### config.mk
export PLATFORM = sky130hd
export DESIGN_NAME = compression_envelope_flat
export DESIGN_NICKNAME = d
export VERILOG_FILES = /design/src/rtl/compression_pkg.sv /design/src/rtl/compression_envelope_if.sv /design/src/rtl/compression_abs_sat.sv /design/src/rtl/compression_envelope.sv /design/src/flat_wrapper.sv
export SDC_FILE = /design/constraint.sdc
export NUM_CORES = 1
export LEC_CHECK = 0
export BUFFER_PORTS_ARGS = -buffer_cell sky130_fd_sc_hd__buf_2
export CAP_MARGIN = 20
export CORE_MARGIN = 2
export CORE_UTILIZATION = 55
export DETAILED_ROUTE_END_ITERATION = 16
export GPL_TIMING_DRIVEN = 0
export PLACE_DENSITY = 0.73
export SKIP_CTS_REPAIR_TIMING = 1
export SLEW_MARGIN = 20
export SYNTH_ARGS = -nofsm -noshare
export SYNTH_HDL_FRONTEND = slang
export SYNTH_SLANG_ARGS = --single-unit
### constraint.sdc
create_clock -name clk -period 15.37 [get_ports clk]
set_clock_uncertainty 0.05 [all_clocks]
set_input_delay 3.8425 -clock clk [delete_from_list [all_inputs] [get_ports clk]]
set_output_delay 3.8425 -clock clk [all_outputs]
set_load 0.05 [all_outputs]
### src/rtl/compression_pkg.sv
// Shared types and constants for the compression side-chain blocks.
package compression_pkg;

    localparam int DATA_W  = 16;   // audio sample width, two's complement
    localparam int SHIFT_W = 4;    // attack/release shift width
    localparam int HOLD_W  = 8;    // hold length / hold counter width
    localparam int THR_W   = 8;    // threshold width (upper byte of a 16-bit level)

    // Largest positive magnitude; also the ceiling of the envelope.
    localparam logic [DATA_W-1:0] MAG_MAX   = 16'h7FFF;
    localparam logic [DATA_W-1:0] DATA_ONE  = 16'd1;
    localparam logic [DATA_W-1:0] DATA_MINV = 16'h8000;
    localparam logic [HOLD_W-1:0] HOLD_ONE  = 8'd1;

    typedef enum logic [1:0] {
        IDLE    = 2'd0,
        ATTACK  = 2'd1,
        HOLD    = 2'd2,
        RELEASE = 2'd3
    } env_state_t;

endpackage

### src/rtl/compression_envelope_if.sv
// Sample stream, control inputs and envelope outputs of the envelope follower.
//
// Handshake: sample_valid is a one-cycle strobe with no ready/backpressure;
// audio_in and the control inputs are taken in the cycle sample_valid is high.
// env_valid is a one-cycle strobe marking the cycle in which env_out,
// over_threshold, env_state and audio_out carry the result of one sample.
// Between strobes those outputs hold their last value.
interface compression_envelope_if;
    import compression_pkg::*;

    logic                    sample_valid;
    logic [DATA_W-1:0]       audio_in;
    logic [THR_W-1:0]        threshold;
    logic [SHIFT_W-1:0]      attack_shift;
    logic [SHIFT_W-1:0]      release_shift;
    logic [HOLD_W-1:0]       hold_len;

    logic [DATA_W-1:0]       audio_out;
    logic [DATA_W-1:0]       env_out;
    logic                    env_valid;
    logic                    over_threshold;
    env_state_t              env_state;

    modport master (
        output sample_valid, audio_in, threshold, attack_shift, release_shift, hold_len,
        input  audio_out, env_out, env_valid, over_threshold, env_state
    );

    modport slave (
        input  sample_valid, audio_in, threshold, attack_shift, release_shift, hold_len,
        output audio_out, env_out, env_valid, over_threshold, env_state
    );

endinterface

### src/rtl/compression_abs_sat.sv
// Combinational saturating magnitude: |x|, with the most negative value
// clamped to MAG_MAX so the result always fits the positive range.
module compression_abs_sat
    import compression_pkg::*;
(
    input  logic [DATA_W-1:0] x_i,
    output logic [DATA_W-1:0] mag_o
);

    // Negate negative samples; -32768 has no positive twin, so clamp it.
    always_comb begin
        mag_o = x_i;
        if (x_i[DATA_W-1]) begin
            if (x_i == DATA_MINV) begin
                mag_o = MAG_MAX;
            end else begin
                mag_o = ~x_i + DATA_ONE;
            end
        end
    end

endmodule

### src/rtl/compression_envelope.sv
// Peak envelope follower with attack / hold / release.
// S1 registers the saturated magnitude, the raw sample and the controls;
// S2 updates the envelope and FSM and strobes env_valid. Latency is 2 clk.
module compression_envelope
    import compression_pkg::*;
(
    input  logic                    clk,
    input  logic                    rst,
    compression_envelope_if.slave   bus
);

    // ---------------- S1 ----------------
    logic [DATA_W-1:0]  mag_w;

    logic               s1_valid_q;
    logic [DATA_W-1:0]  s1_mag_q;
    logic [DATA_W-1:0]  s1_audio_q;
    logic [THR_W-1:0]   s1_thr_q;
    logic [SHIFT_W-1:0] s1_atk_q;
    logic [SHIFT_W-1:0] s1_rel_q;
    logic [HOLD_W-1:0]  s1_hold_q;

    compression_abs_sat u_abs (
        .x_i   (bus.audio_in),
        .mag_o (mag_w)
    );

    // Capture each sample together with the controls that apply to it.
    always_ff @(posedge clk or posedge rst) begin
        if (rst) begin
            s1_valid_q <= 1'b0;
            s1_mag_q   <= '0;
            s1_audio_q <= '0;
            s1_thr_q   <= '0;
            s1_atk_q   <= '0;
            s1_rel_q   <= '0;
            s1_hold_q  <= '0;
        end else begin
            s1_valid_q <= bus.sample_valid;
            if (bus.sample_valid) begin
                s1_mag_q   <= mag_w;
                s1_audio_q <= bus.audio_in;
                s1_thr_q   <= bus.threshold;
                s1_atk_q   <= bus.attack_shift;
                s1_rel_q   <= bus.release_shift;
                s1_hold_q  <= bus.hold_len;
            end
        end
    end

    // ---------------- S2 ----------------
    env_state_t         state_q, state_d;
    logic [DATA_W-1:0]  env_q, env_d;
    logic [HOLD_W-1:0]  hold_cnt_q, hold_cnt_d;
    logic               env_valid_q;
    logic               over_q, over_d;
    logic [DATA_W-1:0]  audio_out_q;

    logic [DATA_W-1:0]  thr16;
    logic [DATA_W-1:0]  rise_step, env_rise;
    logic [DATA_W-1:0]  fall_step, env_fall;

    // Candidate rise/decay values; the step is at least 1 so the envelope
    // always converges, and never larger than the gap so it cannot overshoot mag.
    always_comb begin
        thr16     = {s1_thr_q, 8'b0};
        rise_step = (s1_mag_q - env_q) >> s1_atk_q;
        if (rise_step == '0) begin
            rise_step = DATA_ONE;
        end
        env_rise  = env_q + rise_step;
        fall_step = (env_q - s1_mag_q) >> s1_rel_q;
        if (fall_step == '0) begin
            fall_step = DATA_ONE;
        end
        env_fall  = env_q;
        if (env_q > s1_mag_q) begin
            env_fall = env_q - fall_step;
        end
    end

    // Next-state logic; only S1-valid cycles advance env, state and hold counter.
    always_comb begin
        state_d    = state_q;
        env_d      = env_q;
        hold_cnt_d = hold_cnt_q;
        if (s1_valid_q) begin
            if (s1_mag_q > env_q) begin
                env_d   = env_rise;
                state_d = ATTACK;
            end else begin
                case (state_q)
                    ATTACK: begin
                        if (s1_hold_q == '0) begin
                            env_d      = env_fall;
                            hold_cnt_d = '0;
                            state_d    = RELEASE;
                        end else begin
                            hold_cnt_d = s1_hold_q;
                            state_d    = HOLD;
                        end
                    end
                    HOLD: begin
                        if (hold_cnt_q <= HOLD_ONE) begin
                            hold_cnt_d = '0;
                            state_d    = RELEASE;
                        end else begin
                            hold_cnt_d = hold_cnt_q - HOLD_ONE;
                        end
                    end
                    RELEASE: begin
                        env_d = env_fall;
                        if (env_fall < thr16) begin
                            state_d = IDLE;
                        end
                    end
                    default: begin
                        env_d = env_fall;
                    end
                endcase
            end
        end
        over_d = (env_d >= thr16);
    end

    // S2 state and output registers.
    always_ff @(posedge clk or posedge rst) begin
        if (rst) begin
            state_q     <= IDLE;
            env_q       <= '0;
            hold_cnt_q  <= '0;
            env_valid_q <= 1'b0;
            over_q      <= 1'b0;
            audio_out_q <= '0;
        end else begin
            env_valid_q <= s1_valid_q;
            state_q     <= state_d;
            env_q       <= env_d;
            hold_cnt_q  <= hold_cnt_d;
            if (s1_valid_q) begin
                over_q      <= over_d;
                audio_out_q <= s1_audio_q;
            end
        end
    end

    assign bus.env_out        = env_q;
    assign bus.env_valid      = env_valid_q;
    assign bus.over_threshold = over_q;
    assign bus.audio_out      = audio_out_q;
    assign bus.env_state      = state_q;

endmodule
### src/flat_wrapper.sv
// flat-port wrapper written by rule: the top's interface ports become plain ports
module compression_envelope_flat import compression_pkg::*;
  (clk, rst, bus_sample_valid, bus_audio_in, bus_threshold, bus_attack_shift, bus_release_shift, bus_hold_len, bus_audio_out, bus_env_out, bus_env_valid, bus_over_threshold, bus_env_state);
  compression_envelope_if bus_i ();
  input  logic clk;
  input  logic rst;
  input wire logic [$bits(bus_i.sample_valid)-1:0] bus_sample_valid;
  input wire logic [$bits(bus_i.audio_in)-1:0] bus_audio_in;
  input wire logic [$bits(bus_i.threshold)-1:0] bus_threshold;
  input wire logic [$bits(bus_i.attack_shift)-1:0] bus_attack_shift;
  input wire logic [$bits(bus_i.release_shift)-1:0] bus_release_shift;
  input wire logic [$bits(bus_i.hold_len)-1:0] bus_hold_len;
  output wire logic [$bits(bus_i.audio_out)-1:0] bus_audio_out;
  output wire logic [$bits(bus_i.env_out)-1:0] bus_env_out;
  output wire logic [$bits(bus_i.env_valid)-1:0] bus_env_valid;
  output wire logic [$bits(bus_i.over_threshold)-1:0] bus_over_threshold;
  output wire logic [$bits(bus_i.env_state)-1:0] bus_env_state;
  assign bus_i.sample_valid = bus_sample_valid;
  assign bus_i.audio_in = bus_audio_in;
  assign bus_i.threshold = bus_threshold;
  assign bus_i.attack_shift = bus_attack_shift;
  assign bus_i.release_shift = bus_release_shift;
  assign bus_i.hold_len = bus_hold_len;
  assign bus_audio_out = bus_i.audio_out;
  assign bus_env_out = bus_i.env_out;
  assign bus_env_valid = bus_i.env_valid;
  assign bus_over_threshold = bus_i.over_threshold;
  assign bus_env_state = bus_i.env_state;
  compression_envelope u_core (.clk(clk), .rst(rst), .bus(bus_i));
endmodule
After elaboration in Yosys (flattened, before gate mapping)
Index checks and enable logic that the tools add are counted.

$lt $le $gt $ge: 5. Muxes and demuxes: 17. Shift-type cells: 2. Reductions and logical operators: 7. Equality and inequality tests: 6. Add/sub/neg operators: 6. Bitwise gates (word level): 2.

Operators by type and width (number): $mux 16 (8); $sub 16x16->16 (3); $gt 16x16->1 (2); $logic_not 16->1 (2); $pmux 16 s2 (1); $shr 16x4->16 (2); $add 16x1->16 const B (1); $add 16x16->16 (1); $eq 16x16->1 const B (1); $ge 16x16->1 (1); $lt 16x16->1 (1); $mux 8 (2); $not 16->16 (1); $pmux 8 s2 (1); $le 8x1->1 const B (1); $logic_not 8->1 (1); $sub 8x1->8 const B (1); $mux 2 (3); $ne 3x1->1 const B (2); $pmux 2 s3 (1); $eq 2x2->1 const B (2); $reduce_and 4->1 (1); $reduce_bool 4->1 (1); $reduce_and 3->1 (1); other kinds (4) (4).

Bits of input ports: 43. Output and inout bits: 36. Register bits after elaboration: 101. Logic and storage cells: 58.

Depth between registers and ports, before layout
Depth in word-level cells: 11. Gate-level depth with buffers: 40. Depth with buffers taken out: 40.

Modules after synthesis
Synthesis repeated with hierarchy kept, for this count alone.

Cell total of the unflattened synthesis: 1210. Area, all modules: 9908.3 µm².

By module, submodules not included: compression_envelope (area an instance 9490.4 µm², times used 1, cells each 1143, sequential area each 2527.4 µm²); compression_abs_sat (area an instance 417.9 µm², times used 1, cells each 67, sequential area each 0.0 µm²).

Least setup slack after synthesis
OpenSTA, ideal clock, no wires.

Path kind: register to register. Start: register u_core.env_q[1], in the netlist u_core.bus.env_out[1]. End: register u_core.state_q[0], in the netlist u_core.bus.env_state[0]. Arrival time: 7302 ps. Required time: 15195 ps. Setup slack: 7893 ps. Clock period less this slack: 7477 ps. Stages on the path, launching flop included: 34. Library setup time: 125 ps. Cells stage by stage: dfrtp_1 > inv_1 > ha_1 > nand2b_1 > a211oi_1 > o211ai_1 > a2111o_1 > and3_1 > mux4_2 > o31ai_1 > and3_1 > nand4_1 > o31ai_1 > ha_1 > inv_1 > fa_1 > a21o_1 > a21oi_1 > o21ai_0 > a21oi_1 > o21ai_0 > nor4_1 > o41ai_1 > a21oi_1 > xor2_1 > o21ai_0 > ha_1 > nor2b_1 > o21ai_0 > nand4b_1 > or3_1 > o21bai_1 > o31ai_1 > mux2_2.

Longest elaborated chain between the ends: 9. Elaborated cells on any way between the ends: 14.

Ends and longest elaborated chain: start, declared (RTL line compression_envelope.sv:53) `logic [DATA_W-1:0] env_q, env_d;`; start signal, assigned (RTL line compression_envelope.sv:138) `env_q <= env_d;`; $sub 16x16->16 (RTL line compression_envelope.sv:72) `fall_step = (env_q - s1_mag_q) >> s1_rel_q;`; $shr 16x4->16 (RTL line compression_envelope.sv:72); $logic_not 16->1 (RTL line compression_envelope.sv:73) `if (fall_step == '0) begin`; $mux 16 (RTL line compression_envelope.sv:73); $sub 16x16->16 (RTL line compression_envelope.sv:78) `env_fall = env_q - fall_step;`; $mux 16 (RTL line compression_envelope.sv:77) `if (env_q > s1_mag_q) begin`; $lt 16x16->1 (RTL line compression_envelope.sv:113) `if (env_fall < thr16) begin`; $ne 3x1->1 (no line); $reduce_and 4->1 (no line); end signal, assigned (RTL line compression_envelope.sv:137) `state_q <= state_d;`; end, declared (RTL line compression_envelope.sv:52) `env_state_t state_q, state_d;`.

Parallel ways exist; a longest one is shown, timed or not. A chain may end at the register's enable or synchronous reset.

Final worst setup path
Start: register u_core.env_q[6], in the netlist u_core.bus.env_out[6]. End: register u_core.over_q, in the netlist u_core.bus.over_threshold.

Longest elaborated chain between the ends: 11. Elaborated cells on any way between the ends: 18.

Ends and longest elaborated chain: $sub 16x16->16 (RTL line compression_envelope.sv:72); $shr 16x4->16 (RTL line compression_envelope.sv:72); $logic_not 16->1 (RTL line compression_envelope.sv:73); $mux 16 (RTL line compression_envelope.sv:73); $sub 16x16->16 (RTL line compression_envelope.sv:78); $mux 16 (RTL line compression_envelope.sv:77); $mux 16 (RTL line compression_envelope.sv:94) `if (s1_hold_q == '0) begin`; $pmux 16 s2 (RTL line compression_envelope.sv:92) `case (state_q)`; $mux 16 * (RTL line compression_envelope.sv:88) `if (s1_mag_q > env_q) begin`; $mux 16 * (RTL line compression_envelope.sv:87) `if (s1_valid_q) begin`; via u_core.env_d[14] (RTL line compression_envelope.sv:53); $ge 16x16->1 * (RTL line compression_envelope.sv:123) `over_d = (env_d >= thr16);`; end signal, assigned (RTL line compression_envelope.sv:141) `over_q <= over_d;`; end, declared (RTL line compression_envelope.sv:56) `logic over_q, over_d;`.

Mark *: on every way through the listed nets, which the timed path passes. The rest lies on a longest branch.

==> out/results.ini <==
[cts]
cts_tree=built
clock_sinks=101
h-tree-depth=3
clock-root-buffer=clkbuf_16
numCtsBuffers=9
clkLatencyLatePin_ns=0.36
cts_buffer_depth=2
path_clk_slew_ns=0.08

[detailed_routing]
drt-total-wl_mm=31.1
ant_nets=0
wire_per_inst_um=20.3
via_per_inst=6.36
firstDrtPassIters=6
via_count=9767
drc=0
drtIter0Drc=884

[timing]
relSlewSlack=0.386
setup_violations=0
tns_ns=0
finalHoldViolCount=0
slew_viol_final=0
rsz0062_at_grt=false
fin_crit_sh=0.586
finalCriticalPeriod_ns=9.01
worstMarginPinSlew_ns=0.921
fmax_mhz=111

[synthesis]
synth_xor_xnor_area_share=0.0548
yosys.area_share.simple=0.157
synth.top_cell.area_share=0.255
synth_fa_ha_area_frac=0.113
synth_seq_cells=101
syn-cell-area_sq_mm=0.00990
synth_fp_nets=1341
synth-compound-area-share=0.260
synthArstFlopShare=1.00
synth_area_leaders=dfrtp_1, ha_1, mux2_2
synth_edf_count=0
syn-mean-instance-area_sq_um=8.18
yosysWarnings=0
synthDistinctLibCells=74
yosys.area.top_type=dfrtp_1
synth_top_family_by_area=compound AO/OA/AOI/OAI gates
synthCells=1211
synth-seq-area-share=0.255
muxShareOfSynthArea=0.103
synth_top_flop_cell=dfrtp_1

[placed_design]
globalplace.congestion=0.969
port_buffers=78
dp_hpwl_mm=24.5
dpl_cell_area_sq_mm=0.0106
place_inst=1519

[finish]
drive_gt1_frac=0.139
nFillCells=1623
antenna_cells=0
area_growth_pct=9.95
final_cells=1535
final_util=0.610
final_cell_area_sq_mm=0.0109
finalNetCount=1431
final_cell_mix=o21ai_0, dfrtp_1, nor2_1
layout_commonest_cell=o21ai_0

[die]
die_area_sq_mm=0.0191
die_y_um=138
die_w_um=138
pin_count=79
initial_core_util=0.555
core-area_sq_mm=0.0178
rows=49

[outcome]
status=finished, final reports clean

[worst_setup_path]
crit_path_max_fanout=10
crit_start=u_core.bus.env_out[6]
critical_path.top_delay_family=compound AO/OA/AOI/OAI gates
max_stage_delay_ns=0.55
cp_data_arrival_time_ns=9.21
required_ns=15.57
cp-end-kind=flip-flop
crit_path_top_delay_cell=dfrtp_1
cp-start-kind=flip-flop
criticalPathCategory=reg -> reg
r2r-start=u_core.bus.env_out[6]
path_buf_inv=3

[global_route]
grt_pass1_wl_mm=48.9
track_usage=0.319
antenna_found_initial=0
grt_start_max_net_pins=74
grt_pass1_vias=9157
overflow=0

[flow_run]
cap_violations=0

[hold_path]
min_from=u_core.s1_audio_q[2]
hold_path.class=reg -> reg

==> metal layers <==
layer / share of wire / vias up / global-route usage
li1: - / 4588 / -
met1: 0.43 / 4568 / 0.438
met2: 0.45 / 495 / 0.504
met3: 0.082 / 116 / 0.0492
met4: 0.046 / 0 / 0.138
met5: 0 / - / 0
==> flip-flops by register name, indices dropped and copies added (netlist names) <==
name                       flops
u_core.s1_atk_q                4
u_core.bus.over_threshold      1
u_core.hold_cnt_q              8
u_core.s1_audio_q             16
u_core.bus.env_valid           1
u_core.bus.env_state           2
u_core.bus.audio_out          16
u_core.s1_rel_q                4
u_core.s1_valid_q              1
u_core.s1_hold_q               8
u_core.s1_mag_q               16
u_core.bus.env_out            16
u_core.s1_thr_q                8
==> final cells by class <==
class	count	area [sq um]	area share
multi-input combinational	965	6820	0.626
buffer	63	249	0.0229
clock buffer	10	229	0.0210
clock inverter	6	46.3	0.00425
inverter	82	313	0.0287
sequential	101	2530	0.232
tap	229	287	0.0263
timing repair buffer	79	418	0.0384
==> per-stage QoR <==
step	hold slack [ns]	setup WS, ns
CTS	0.459	6.64
global placement	0.433	6.81
finish	0.457	6.36
global route	0.466	5.93
detailed placement	0.439	6.73
floorplan	0.411	7.89
==> Yosys cell counts (5+ instances only) <==
cell type and count:
a211oi_1 11, a21o_1 22, a21oi_1 83, a22oi_1 10, a31oi_1 12, and3_1 13
buf_1 7, clkbuf_1 51, dfrtp_1 101, ha_1 83, inv_1 81, mux2_2 57
mux2i_1 29, nand2_1 91, nand2b_1 18, nand3_1 18, nand4_1 9, nor2_1 92
nor2b_1 14, nor3_1 29, nor4_1 5, o2111ai_1 7, o211ai_1 15, o21a_1 18
o21ai_0 125, o21bai_1 8, o22ai_1 12, o2bb2ai_1 5, o31a_1 5, o31ai_1 9
o41ai_1 6, or2_2 9, or3_1 6, or4_1 8, xnor2_1 43, xor2_1 19
==> worst paths after layout <==
path | endpoint | slack [ns] | cells after the start
max in group asynchronous | u_core.s1_rel_q[1] | 11.20 | 3
min in group asynchronous | u_core.bus.env_out[12] | 3.39 | 2
hold reg to reg | u_core.bus.audio_out[2] | 0.46 | 1
setup / recovery | u_core.bus.over_threshold | 6.36 | 33
hold / removal | u_core.bus.audio_out[2] | 0.46 | 1
setup reg to reg | u_core.bus.over_threshold | 6.36 | 33
==> cells by family after synthesis <==
group / count (synthesis)
compound gates: 399
xor+xnor: 62
fa+ha+maj: 87
buf+inv: 145
flops: 101
mux: 90
simple gates: 327
Power is left out: the tool's default activity adds up to more than one toggle a clock period on the data nets, which glitch-free logic cannot reach.
